===== config.mk =====
export PLATFORM = sky130hd
export DESIGN_NAME = life_gen_ctrl
export DESIGN_NICKNAME = d
export VERILOG_FILES = /design/src/rtl/life_gen_ctrl.sv
export SDC_FILE = /design/constraint.sdc
export NUM_CORES = 1
export LEC_CHECK = 0
export BUFFER_PORTS_ARGS = -buffer_cell sky130_fd_sc_hd__buf_4
export CORE_MARGIN = 2
export CORE_UTILIZATION = 41
export DETAILED_ROUTE_END_ITERATION = 16
export GPL_TIMING_DRIVEN = 0
export PLACE_DENSITY_LB_ADDON = 0.05
export SYNTH_ARGS = -nofsm -noshare
export SYNTH_HDL_FRONTEND = slang
export SYNTH_SLANG_ARGS = --single-unit

===== constraint.sdc =====
create_clock -name clk -period 4.8 [get_ports clk]
set_input_delay 1.2 -clock clk [delete_from_list [all_inputs] [get_ports clk]]
set_output_delay 1.2 -clock clk [all_outputs]
set_load 0.1 [all_outputs]

===== src/rtl/life_gen_ctrl.sv =====
// Generation controller for life_array_4x4: seeds the array, paces step pulses, halts on extinction/still life.
// Optional period-2 oscillator detection is compiled in with `define LIFE_OSC_DETECT_EN.
module life_gen_ctrl #(
    parameter int PERIOD_W = 8,
    parameter int GEN_W    = 16
) (
    input  logic                clk,
    input  logic                reset,
    input  logic                run,
    input  logic                single,
    input  logic                load_req,
    input  logic [15:0]         load_pat,
    input  logic [PERIOD_W-1:0] period,
    input  logic [15:0]         alive,
    input  logic [15:0]         alive_prev,
    output logic [15:0]         val,
    output logic                write_enb,
    output logic                step,
    output logic                load_ack,
    output logic [GEN_W-1:0]    gen_count,
    output logic                stable,
    output logic                extinct,
    output logic                osc
);

    typedef enum logic [2:0] {
        IDLE  = 3'd0,
        LOAD  = 3'd1,
        WAIT  = 3'd2,
        STEP  = 3'd3,
        CHECK = 3'd4,
        HALT  = 3'd5
    } state_t;

    state_t              state_reg;
    logic [PERIOD_W-1:0] cnt_reg;
    logic [15:0]         val_reg;
    logic                write_enb_reg;
    logic                step_reg;
    logic                load_ack_reg;
    logic [GEN_W-1:0]    gen_count_reg;
    logic                stable_reg;
    logic                extinct_reg;
    logic                osc_reg;
    logic                wait_done;
    logic                osc_hit;

    // A period of 0 behaves like 1; >= keeps a mid-wait period decrease from overshooting.
    assign wait_done = (period == '0) || (cnt_reg >= (period - PERIOD_W'(1)));

`ifdef LIFE_OSC_DETECT_EN
    logic [15:0] hist_reg;
    logic        hist_valid_reg;

    always_ff @(posedge clk) begin
        if (reset) begin
            hist_reg       <= 16'h0000;
            hist_valid_reg <= 1'b0;
        end else if (state_reg == LOAD) begin
            hist_reg       <= 16'h0000;
            hist_valid_reg <= 1'b0;
        end else if (state_reg == CHECK) begin
            hist_reg       <= alive_prev;
            hist_valid_reg <= 1'b1;
        end
    end

    // hist_reg holds the generation two back only once a first CHECK has occurred.
    assign osc_hit = hist_valid_reg && (alive == hist_reg);
`else
    assign osc_hit = 1'b0;
`endif

    always_ff @(posedge clk) begin
        if (reset) begin
            state_reg     <= IDLE;
            cnt_reg       <= '0;
            val_reg       <= 16'h0000;
            write_enb_reg <= 1'b0;
            step_reg      <= 1'b0;
            load_ack_reg  <= 1'b0;
            gen_count_reg <= '0;
            stable_reg    <= 1'b0;
            extinct_reg   <= 1'b0;
            osc_reg       <= 1'b0;
        end else begin
            write_enb_reg <= 1'b0;
            step_reg      <= 1'b0;
            load_ack_reg  <= 1'b0;
            case (state_reg)
                IDLE: begin
                    if (load_req) begin
                        state_reg     <= LOAD;
                        val_reg       <= load_pat;
                        write_enb_reg <= 1'b1;
                        load_ack_reg  <= 1'b1;
                        gen_count_reg <= '0;
                        stable_reg    <= 1'b0;
                        extinct_reg   <= 1'b0;
                        osc_reg       <= 1'b0;
                    end else if (single) begin
                        state_reg     <= STEP;
                        step_reg      <= 1'b1;
                        gen_count_reg <= gen_count_reg + GEN_W'(1);
                    end else if (run) begin
                        state_reg <= WAIT;
                        cnt_reg   <= '0;
                    end
                end
                LOAD: state_reg <= IDLE;
                WAIT: begin
                    if (load_req) begin
                        state_reg     <= LOAD;
                        val_reg       <= load_pat;
                        write_enb_reg <= 1'b1;
                        load_ack_reg  <= 1'b1;
                        gen_count_reg <= '0;
                        stable_reg    <= 1'b0;
                        extinct_reg   <= 1'b0;
                        osc_reg       <= 1'b0;
                    end else if (!run) begin
                        state_reg <= IDLE;
                    end else if (wait_done) begin
                        state_reg     <= STEP;
                        step_reg      <= 1'b1;
                        gen_count_reg <= gen_count_reg + GEN_W'(1);
                    end else begin
                        cnt_reg <= cnt_reg + PERIOD_W'(1);
                    end
                end
                STEP: state_reg <= CHECK;
                CHECK: begin
                    if (alive == 16'h0000) begin
                        extinct_reg <= 1'b1;
                        state_reg   <= HALT;
                    end else if (alive == alive_prev) begin
                        stable_reg <= 1'b1;
                        state_reg  <= HALT;
                    end else if (osc_hit) begin
                        osc_reg   <= 1'b1;
                        state_reg <= HALT;
                    end else if (run) begin
                        state_reg <= WAIT;
                        cnt_reg   <= '0;
                    end else begin
                        state_reg <= IDLE;
                    end
                end
                HALT: begin
                    if (load_req) begin
                        state_reg     <= LOAD;
                        val_reg       <= load_pat;
                        write_enb_reg <= 1'b1;
                        load_ack_reg  <= 1'b1;
                        gen_count_reg <= '0;
                        stable_reg    <= 1'b0;
                        extinct_reg   <= 1'b0;
                        osc_reg       <= 1'b0;
                    end
                end
                default: state_reg <= IDLE;
            endcase
        end
    end

    assign val       = val_reg;
    assign write_enb = write_enb_reg;
    assign step      = step_reg;
    assign load_ack  = load_ack_reg;
    assign gen_count = gen_count_reg;
    assign stable    = stable_reg;
    assign extinct   = extinct_reg;
    assign osc       = osc_reg;

endmodule


==> run_results.csv <==
group,metric,value,unit
grt,grt_pass1_vias,2895,
clock_tree,clkLatencyLatePin,0.30,ns
yosys,synth_edf_count,0,
floorplanning,start_util,43.0,%
critical_path,worstSetupStartpointType,"input pin",
yosys,ys_async_sr_fraction,0,%
critical_path,rr_worst_depth,8,
sta,slew_headroom,60.8,%
final_layout,layout-drive-gt1-share,24.5,%
final_layout,nets,533,
yosys,synth-seq-cells,47,
grt,track_usage,21.1,%
clock_tree,cts_buffers,5,
final_layout,fillers,648,
critical_path,crit_slowest_cell,"a211o_1",
drt,first_iter_violations,88,
critical_path,cp_data_arrival_time,3.91,ns
placement,port_buffers,95,
floorplanning,coreArea,6460,um2
yosys,netlist_instances,359,
clock_tree,cts_hold_buf,0,
critical_path,worst_path_most_repeated_cell,"ha_1",
sta,worst_slack,1.06,ns
yosys,syn_nets,431,
critical_path,crit_path_end_kind,"register",
yosys,ys_types,53,
sta,period_share,77.9,%
clock_tree,clk_path_buf_depth,2,
drt,wl_per_cell,14.1,um
sta,finalHoldViolations,0,
hold_path,hold_class,"register to register",
placement,gp_congestion,0.834,
floorplanning,num_io_pins,99,
sta,tightestPinTransition,0.588,ns
yosys,synth_area,2780,um2
placement,pre_cts_slack,0.727,ns
drt,drt-total-wl,7.60,mm
yosys,yosys_warnings,0,
outcome,outcome,"finished, final reports clean",
critical_path,worstSetupPathType,"input pin to register",
yosys,synth_area_per_cell,7.73,um2
drt,via_per_inst,5.44,
yosys,ys.flop_type,"dfxtp_1",
floorplanning,rows,29,
grt,grt_remaining_overflow,0,
placement,dp_hpwl,5.82,mm
drt,dr.pass1.iters,4,
final_layout,antenna-diode-count,0,
sta,holdWs,0.461,ns
clock_tree,cts_max_level,2,
yosys,synth.top_cell.area_share,33.9,%
sta,rsz0062_at_grt,"no",
clock_tree,post_cts_buffers,0,
sta,period_needed,3.74,ns
final_layout,area_growth,32.3,%
grt,grt_max_degree,14,
final_layout,post-route-util,56.9,%
hold_path,min_path_cells,2,
drt,drc,0,
drt,vias,2929,
power,peakVddDrop,0.190,mV
sta,fin_worst_skew,0.00432,ns
power,total_leakage_power,1.52,nW
critical_path,crit_required,4.97,ns
clock_tree,cts-resized-gates,0,
job,cap_violations,0,
floorplanning,chipHeight,86.3,um
floorplanning,dieArea,7440,um2
sta,slew_violations,0,
power,powerDensity,269,nW/um2
yosys,yosysTopAreaCell,"dfxtp_1",
drt,antenna_left,0,
yosys,synthTopCellsByArea,"dfxtp_1 34%, nand2_1 7.4%, a21oi_1 7.0%, xor2_1 6.0%, ha_1 5.0%",
power,finalPower,0.000989,W
clock_tree,cts_sinks,47,
sta,fmax,0.267,GHz
floorplanning,die_w,86.3,um
grt,antenna_found_initial,0,
critical_path,path_cells,"buf_4 -> inv_1 -> ha_1 -> xnor2_1 -> ha_1 -> a211oi_1 -> o21ai_0 -> a211o_1 -> o211ai_1 -> clkbuf_1 -> or3_1 -> a31oi_1",
clock_tree,cts_tree,"built",
yosys,ys_seq_area_share,33.9,%
critical_path,path_max_fanout,10,
sta,fin_setup_tns,0,ns
grt,grt_pass1_wl,12.9,mm
sta,final-setup-viol-count,0,
clock_tree,cts.clk_slew.worst_paths,0.09,ns
clock_tree,cts_root_buf,"clkbuf_8",
critical_path,cpPeakStageDelay,0.43,ns
through the flow:
step           cells  area, um2
6_report         538       3670
5_1_grt          538       3670
4_1_cts          538       3670
3_5_place_dp     531       3580
3_3_place_gp     531       3580
2_1_floorplan    359       2780
cell usage after synthesis, drive strengths merged (2+ instances only):
master and number:
nand2 55, dfxtp 47, a21oi 39, nor2 27, o21ai 24, xor2 19
clkbuf 11, ha 11, nand3 11, nor4 11, and2 8, or3 8
buf 7, nor3 7, a31oi 5, and3 5, inv 5, nand4 5
o31ai 5, or3b 5, a311oi 3, a41oi 3, nand3b 3, nor2b 3
or4 3, xnor2 3, a211oi 2, and4 2, mux2i 2, nand2b 2
o211ai 2
worst max-delay path: cells and delay by family:
family / cells / cell delay (ns)
XOR/XNOR: 1 / 0.14
adder cells (fa/ha/maj): 2 / 0.50
AO/OA/AOI/OAI: 5 / 1.30
AND/OR/NAND/NOR: 1 / 0.17
buffers and inverters: 3 / 0.58
path summary, 6_finish.rpt:
check              from            end  slack, ns
max reg2reg  cnt_reg[2]  gen_count[13]       2.04
min reg2reg      val[0]         val[0]       0.46
max           period[0]  gen_count[13]       1.06
min              val[0]         val[0]       0.46
cells in the final DEF (no fill, tap or decap), drive strengths merged, types with 5 or more instances in the layout:
cell / n
buf: 102
nand2: 55
dfxtp: 47
a21oi: 39
nor2: 27
o21ai: 24
xor2: 19
clkbuf: 17
nand3: 11
ha: 11
nor4: 11
and2: 8
or3: 8
nor3: 7
inv: 5
and3: 5
a31oi: 5
nand4: 5
o31ai: 5
or3b: 5
kinds of logic (layout without fill, tap and decap cells):
kind of cell | Yosys count | after routing | share of synthesized area (%)
XOR/XNOR | 22 | 22 | 6.94
multiplexers | 2 | 2 | 0.721
AO/OA/AOI/OAI | 95 | 95 | 20.6
flip-flops | 47 | 47 | 33.9
AND/OR/NAND/NOR | 158 | 158 | 29.2
other | 1 | 1 | 0.135
buffers and inverters | 23 | 125 | 3.56
adder cells (fa/ha/maj) | 11 | 11 | 4.96
power breakdown:
group	internal [W]	switching, W	total, W
registers	0.000407	0.0000122	0.000419
logic	0.0000980	0.000226	0.000324
clock network	0.000113	0.000133	0.000246
total	0.000618	0.000371	0.000989
layer usage:
layer / track usage (%) / vias to the layer above / routed length (um)
li1: - / 1509 / -
met1: 26.2 / 1352 / 3360
met2: 37.4 / 58 / 3850
met3: 3.33 / 10 / 297
met4: 6.68 / 0 / 95
met5: 0 / - / 0
cell type report:
cell class	count	area [um2]	share of cell area, %
flip-flops and latches	47	941	25.6
multi-input cells	289	1740	47.3
repair buffers	95	713	19.4
plain buffers	18	80.1	2.18
clock buffers	6	82.6	2.25
well taps	77	96.3	2.62
clock inverters	1	5.00	0.136
inverters	5	18.8	0.511
Note: power is estimated with default switching activity, not from simulation.
